### config.mk
export PLATFORM = sky130hd
export DESIGN_NAME = sr_pulse_gen_flat
export DESIGN_NICKNAME = d
export VERILOG_FILES = /design/src/rtl/sr_pulse_gen_if.sv /design/src/rtl/sr_pulse_gen.sv /design/src/flat_wrapper.sv
export SDC_FILE = /design/constraint.sdc
export NUM_CORES = 1
export LEC_CHECK = 0
export CAP_MARGIN = 5
export CELL_PAD_IN_SITES_DETAIL_PLACEMENT = 1
export CELL_PAD_IN_SITES_GLOBAL_PLACEMENT = 2
export CORE_ASPECT_RATIO = 1.2
export CORE_UTILIZATION = 37
export CTS_BUF_LIST = sky130_fd_sc_hd__clkbuf_16
export CTS_CLUSTER_DIAMETER = 50
export CTS_CLUSTER_SIZE = 12
export DETAILED_ROUTE_END_ITERATION = 6
export HOLD_SLACK_MARGIN = 0.02
export PLACE_DENSITY_LB_ADDON = 0.1
export SLEW_MARGIN = 0
export SYNTH_ARGS = -nofsm -noshare
export SYNTH_HDL_FRONTEND = slang
export SYNTH_SLANG_ARGS = --single-unit
### constraint.sdc
create_clock -name clk -period 2.5 [get_ports clk]
set_clock_uncertainty 0.1 [all_clocks]
set_input_delay 0.625 -clock clk [delete_from_list [all_inputs] [get_ports clk]]
set_output_delay 0.625 -clock clk [all_outputs]
set_load 0.01 [all_outputs]
### src/rtl/sr_pulse_gen_if.sv
// sr_pulse_gen_if
// Groups the push-button inputs and latch-drive outputs of sr_pulse_gen.
//   set_btn  : raw asynchronous set button, active-high
//   clr_btn  : raw asynchronous clear button, active-high
//   s        : active-low set to the NAND SR latch, idle 1
//   r        : active-low reset to the NAND SR latch, idle 1
//   busy     : high while a pulse is being driven
//   conflict : one-cycle strobe when both debounced buttons rise together
// master drives the buttons (button source / bench); slave is the pulse generator.
interface sr_pulse_gen_if;
    logic set_btn;
    logic clr_btn;
    logic s;
    logic r;
    logic busy;
    logic conflict;

    modport master (
        output set_btn,
        output clr_btn,
        input  s,
        input  r,
        input  busy,
        input  conflict
    );

    modport slave (
        input  set_btn,
        input  clr_btn,
        output s,
        output r,
        output busy,
        output conflict
    );
endinterface

### src/rtl/sr_pulse_gen.sv
// sr_pulse_gen
// Front end for a NAND SR latch. Two raw buttons are synchronized and
// debounced; a clean press of exactly one button produces a fixed-width
// active-low pulse on s (set) or r (clear). Simultaneous presses are
// reported on conflict instead of being driven, so s=0,r=0 never occurs.
// Ports:
//   clk : clock, all state on the rising edge
//   rst : synchronous active-high reset
//   bus : sr_pulse_gen_if.slave (set_btn, clr_btn in; s, r, busy, conflict out)
// Parameters:
//   DEBOUNCE_CYCLES : cycles a new level must persist before it is accepted (1..255)
//   PULSE_CYCLES    : width of each active-low pulse in cycles (1..255)
module sr_pulse_gen #(
    parameter int DEBOUNCE_CYCLES = 4,
    parameter int PULSE_CYCLES    = 2
) (
    input  logic           clk,
    input  logic           rst,
    sr_pulse_gen_if.slave  bus
);

    localparam int DB_W = $clog2(DEBOUNCE_CYCLES + 1);
    localparam int PC_W = $clog2(PULSE_CYCLES + 1);
    localparam logic [DB_W-1:0] DB_LAST = DB_W'(DEBOUNCE_CYCLES - 1);
    localparam logic [PC_W-1:0] PC_LOAD = PC_W'(PULSE_CYCLES - 1);

    typedef enum logic [1:0] {
        ST_IDLE = 2'd0,
        ST_SET  = 2'd1,
        ST_CLR  = 2'd2
    } state_t;

    // Bit 0 carries the set button, bit 1 the clear button.
    logic [1:0]      r_sync1;
    logic [1:0]      r_sync2;
    logic [1:0]      r_sync_q;
    logic [1:0]      r_stable;
    logic [1:0]      r_stable_d;
    logic [DB_W-1:0] r_db_cnt [2];
    logic [1:0]      w_press;

    state_t          r_state;
    state_t          w_state_nxt;
    logic [PC_W-1:0] r_pcnt;
    logic [PC_W-1:0] w_pcnt_nxt;
    logic            r_s;
    logic            r_r;
    logic            r_busy;
    logic            r_conflict;
    logic            w_conflict_nxt;

    // Input path: two synchronizer flops, then a registered copy that the
    // debouncer judges, so the accepted level appears 2+DEBOUNCE_CYCLES
    // edges after the button is first sampled.
    always_ff @(posedge clk) begin
        if (rst) begin
            r_sync1    <= '0;
            r_sync2    <= '0;
            r_sync_q   <= '0;
            r_stable   <= '0;
            r_stable_d <= '0;
            for (int i = 0; i < 2; i++) begin
                r_db_cnt[i] <= '0;
            end
        end else begin
            r_sync1    <= {bus.clr_btn, bus.set_btn};
            r_sync2    <= r_sync1;
            r_sync_q   <= r_sync2;
            r_stable_d <= r_stable;
            for (int i = 0; i < 2; i++) begin
                if (r_sync_q[i] == r_stable[i]) begin
                    r_db_cnt[i] <= '0;
                end else if (r_db_cnt[i] == DB_LAST) begin
                    // The mismatch that would complete the run flips the level instead.
                    r_stable[i] <= ~r_stable[i];
                    r_db_cnt[i] <= '0;
                end else begin
                    r_db_cnt[i] <= r_db_cnt[i] + 1'b1;
                end
            end
        end
    end

    // Only rising debounced edges count; releases are ignored.
    assign w_press = r_stable & ~r_stable_d;

    // FSM / pulse counter next-state and registered-output decode.
    always_comb begin
        w_state_nxt    = r_state;
        w_pcnt_nxt     = r_pcnt;
        w_conflict_nxt = 1'b0;
        case (r_state)
            ST_IDLE: begin
                if (w_press[0] && w_press[1]) begin
                    w_conflict_nxt = 1'b1;
                end else if (w_press[0]) begin
                    w_state_nxt = ST_SET;
                    w_pcnt_nxt  = PC_LOAD;
                end else if (w_press[1]) begin
                    w_state_nxt = ST_CLR;
                    w_pcnt_nxt  = PC_LOAD;
                end
            end
            ST_SET, ST_CLR: begin
                // Presses seen here are dropped, never queued.
                if (r_pcnt == '0) begin
                    w_state_nxt = ST_IDLE;
                end else begin
                    w_pcnt_nxt = r_pcnt - 1'b1;
                end
            end
            default: begin
                w_state_nxt = ST_IDLE;
                w_pcnt_nxt  = '0;
            end
        endcase
    end

    // Outputs are decoded from the next state and registered, so s and r
    // can only be low in mutually exclusive states.
    always_ff @(posedge clk) begin
        if (rst) begin
            r_state    <= ST_IDLE;
            r_pcnt     <= '0;
            r_s        <= 1'b1;
            r_r        <= 1'b1;
            r_busy     <= 1'b0;
            r_conflict <= 1'b0;
        end else begin
            r_state    <= w_state_nxt;
            r_pcnt     <= w_pcnt_nxt;
            r_s        <= (w_state_nxt != ST_SET);
            r_r        <= (w_state_nxt != ST_CLR);
            r_busy     <= (w_state_nxt != ST_IDLE);
            r_conflict <= w_conflict_nxt;
        end
    end

    assign bus.s        = r_s;
    assign bus.r        = r_r;
    assign bus.busy     = r_busy;
    assign bus.conflict = r_conflict;

endmodule

### src/flat_wrapper.sv
// flat-port wrapper written by rule: the top's interface ports become plain ports
module sr_pulse_gen_flat 
#(
    parameter int DEBOUNCE_CYCLES = 4,
    parameter int PULSE_CYCLES    = 2
)
  (clk, rst, bus_set_btn, bus_clr_btn, bus_s, bus_r, bus_busy, bus_conflict);
  sr_pulse_gen_if bus_i ();
  input  logic clk;
  input  logic rst;
  input wire logic [$bits(bus_i.set_btn)-1:0] bus_set_btn;
  input wire logic [$bits(bus_i.clr_btn)-1:0] bus_clr_btn;
  output wire logic [$bits(bus_i.s)-1:0] bus_s;
  output wire logic [$bits(bus_i.r)-1:0] bus_r;
  output wire logic [$bits(bus_i.busy)-1:0] bus_busy;
  output wire logic [$bits(bus_i.conflict)-1:0] bus_conflict;
  assign bus_i.set_btn = bus_set_btn;
  assign bus_i.clr_btn = bus_clr_btn;
  assign bus_s = bus_i.s;
  assign bus_r = bus_i.r;
  assign bus_busy = bus_i.busy;
  assign bus_conflict = bus_i.conflict;
  sr_pulse_gen #(.DEBOUNCE_CYCLES(DEBOUNCE_CYCLES), .PULSE_CYCLES(PULSE_CYCLES)) u_core (.clk(clk), .rst(rst), .bus(bus_i));
endmodule
==> summary.md <==
| Metric | Value |
|---|---|
| HP Class | `reg -> reg` |
| Reg2reg end | `u_core.bus.s` |
| CTS sink count | `24` |
| Global route total overflow | `0` |
| Run status | `completed` |
| Ant. Diodes | `0` |
| Initial DRC count | `23` |
| Routed WL per cell | `12.5 µm` |
| Min Tclk post-route | `2.07 ns` |
| Ports | `8` |
| Final slew viol count | `0` |
| Inserted Clock Buffers | `3` |
| First-pass GRT wire length | `3040 µm` |
| Min-Delay Path Depth | `1` |
| Syn. warnings | `0` |
| Drt via density | `~4.8` |
| Antenna violations before repair | `0` |
| GP Congestion | `0.747` |
| EDFF count, synth | `6` |
| Crit-path max FO | `7` |
| DP HPWL | `1340 µm` |
| Mapped Cells | `98` |
| RSZ-0062 raised after global routing | `no` |
| H-tree levels | `1` |
| Hold Path Sink | `u_core.r_sync2[1]` |
| Register area share after synthesis | `0.501` |
| Worst min-delay path startpoint | `u_core.r_sync1[1]` |
| Vias in the first global route | `663` |
| Unique masters post-synth | `31` |
| Core Box Area | `0.00279 mm²` |
| Resize count post-CTS | `0` |
| Pwr dens | `between 600 and 700 mW/mm²` |
| Crit path kind | `reg -> reg` |
| Number of port buffers | `7` |
| CTS clock-pin slew for the worst setup and hold paths | `0.06 ns` |
| Setup bufs post-CTS | `0` |
| Share of cells above drive strength 1 | `0.125` |
| Detail Route Antenna Nets | `0` |
| Relative slew slack | `0.648` |
| Fillers | `about 320` |
| CP startpoint kind | `flop` |
| CTS tree | `yes` |
| Worst path arrival time | `approximately 2.1 ns` |
| Fmax | `484 MHz` |
| Tcrit/Tclk final | `0.827` |
| # DRC | `0` |
| Root buf cell | `clkbuf_16` |
| Average cell area after synthesis | `11.0 µm²` |
| Final Hold Vio Count | `0` |
| Drt first pass iters | `4` |
| Max_cap viols | `0` |
| Async SR Flop Fraction | `0` |
| Peak supply drop | `0.402 mV` |
| Vias | `700` |
| GRT Util Overall | `0.135` |
| Largest net degree at the start of global routing | `15` |
| Layout Nets | `124` |
| Num rows | `21` |
| Total Power | `0.900 mW` |
| Main synth FF type | `dfxtp_1` |
| Reg2Reg Setup Slack | `about 0.43 ns` |
| R2R cell count | `6` |
| Initial Util | `0.387` |
| Routed WL | `between 1500 and 2000 µm` |
| Worst Max-Slew Pin Slew | `0.526 ns` |
| Die height | `61.1 µm` |
| Lkg Pwr | `slightly above 0.5 nW` |
| Clock Tree Buf Depth | `2` |
| Finish-stage setup viols | `0` |
| CP endpoint kind | `flop` |
| Mapped cell area | `0.00108 mm²` |
| Util after Layout | `0.471` |
| Setup tns final | `0 ns` |
| Yosys reg bits | `24` |
| Die ar. | `0.00314 mm²` |
| CP required | `about 2.5 ns` |
| Cts hold-fix bufs | `0` |
| Die W | `between 50 and 60 µm` |
| Area delta synth->final | `21.6%` |
| Worst R2R Start | `u_core.r_state[1]` |
| Hold slack | `0.341 ns` |
| Clock latency on the worst-skew pair | `0.26 ns` |
final cells by class:
type	instances	area (µm²)	share of cell area
flip-flops and latches	24	541	0.412
multi-input cells	66	508	0.387
repair buffers	8	77.6	0.0592
clock buffers	3	75.1	0.0573
well taps	34	42.5	0.0324
inverters	10	37.5	0.0286
clock inverters	1	30.0	0.0229
registers in the layout (all words and copies together), names as in the netlist:
| signal | flops |
|---|---|
| u_core.r_sync_q | 2 |
| u_core.r_db_cnt | 6 |
| u_core.r_stable_d | 2 |
| u_core.r_sync2 | 2 |
| u_core.r_sync1 | 2 |
| u_core.r_stable | 2 |
| u_core.r_pcnt | 2 |
| u_core.bus.conflict | 1 |
| u_core.bus.r | 1 |
| u_core.r_state | 2 |
| u_core.bus.s | 1 |
| u_core.bus.busy | 1 |
worst max-delay path by stage:
stage | slack [ns] | start | cells past startpoint | end
6_report | 0.43 | u_core.r_state[1] | 6 | u_core.bus.s
3_5_place_dp | 0.30 | rst | 3 | u_core.r_db_cnt[1][1]
3_3_place_gp | 0.34 | rst | 3 | u_core.r_db_cnt[0][0]
5_1_grt | 0.31 | u_core.r_state[1] | 6 | u_core.bus.s
4_1_cts | 0.43 | u_core.r_state[1] | 6 | u_core.bus.s
2_1_floorplan | 0.69 | u_core.r_state[1] | 6 | u_core.bus.s
layer usage:
| metal | vias to the layer above | GRT usage | wire (µm) |
|---|---|---|---|
| met1 | 332 | 0.171 | 867 |
| met2 | 9 | 0.216 | 880 |
| li1 | 356 | - | - |
| met3 | 3 | 0.0370 | 46 |
| met5 | - | 0 | 0 |
| met4 | 0 | 0.0579 | 23 |
placed cells by master (no fill, tap or decap), types with 2 or more instances in the layout:
cell type        count
dfxtp_1             18
nor2_1              12
inv_1               10
nor2b_1              7
ha_1                 7
clkdlybuf4s50_1      7
edfxtp_1             6
conb_1               6
a21oi_1              5
clkbuf_16            3
o21ai_1              2
a2111oi_4            2
o221ai_2             2
xnor2_1              2
or3_1                2
mux2i_1              2
nand2_1              2
Yosys cell counts (2+ instances only):
| library cell | n | area (µm²) |
|---|---|---|
| mux2i_1 | 2 | 20.0 |
| xnor2_1 | 2 | 17.5 |
| a2111oi_4 | 2 | 55.1 |
| edfxtp_1 | 6 | 180 |
| nand2_1 | 2 | 7.51 |
| nor2b_1 | 7 | 43.8 |
| or3_1 | 2 | 12.5 |
| a21oi_1 | 5 | 25.0 |
| o21ai_1 | 2 | 10.0 |
| o221ai_2 | 2 | 30.0 |
| clkbuf_1 | 3 | 11.3 |
| ha_1 | 7 | 87.6 |
| dfxtp_1 | 18 | 360 |
| nor2_1 | 12 | 45.0 |
| inv_1 | 10 | 37.5 |
metrics by stage:
step | instances | area [µm²] | worst slack [ns]
floorplan | 103 | 1100 | 0.686
global placement | 142 | 1210 | 0.338
detailed placement | 142 | 1210 | 0.303
CTS | 146 | 1310 | 0.426
global route | 146 | 1310 | 0.307
finish | 146 | 1310 | 0.433
power breakdown:
part           switching [mW]  total, mW  leakage [nW]  internal [mW]
Sequential            0.00332      0.410         0.208          0.406
Clock                   0.141      0.460        0.0511          0.318
Combinational          0.0164     0.0310         0.248         0.0146
Total                   0.161      0.900         0.508          0.739
cells by family after synthesis:
kind of cell	count (synthesis)	synth area share
DFF	24	0.501
AOI/OAI and AO/OA	18	0.165
other	1	0.00348
adders and majority gates	7	0.0812
and+or+nand+nor	29	0.144
buffers and inverters	13	0.0452
xor gates and xnor gates	3	0.0313
muxes	3	0.0290
critical path: stages (launching register included):
cell,delay (ns)
dfxtp_1,0.47
inv_1,0.12
ha_1,0.34
and2b_2,0.25
o21ai_1,0.12
a2111oi_4,0.40
o221ai_2,0.14
Note: power is estimated with default switching activity, not from simulation.
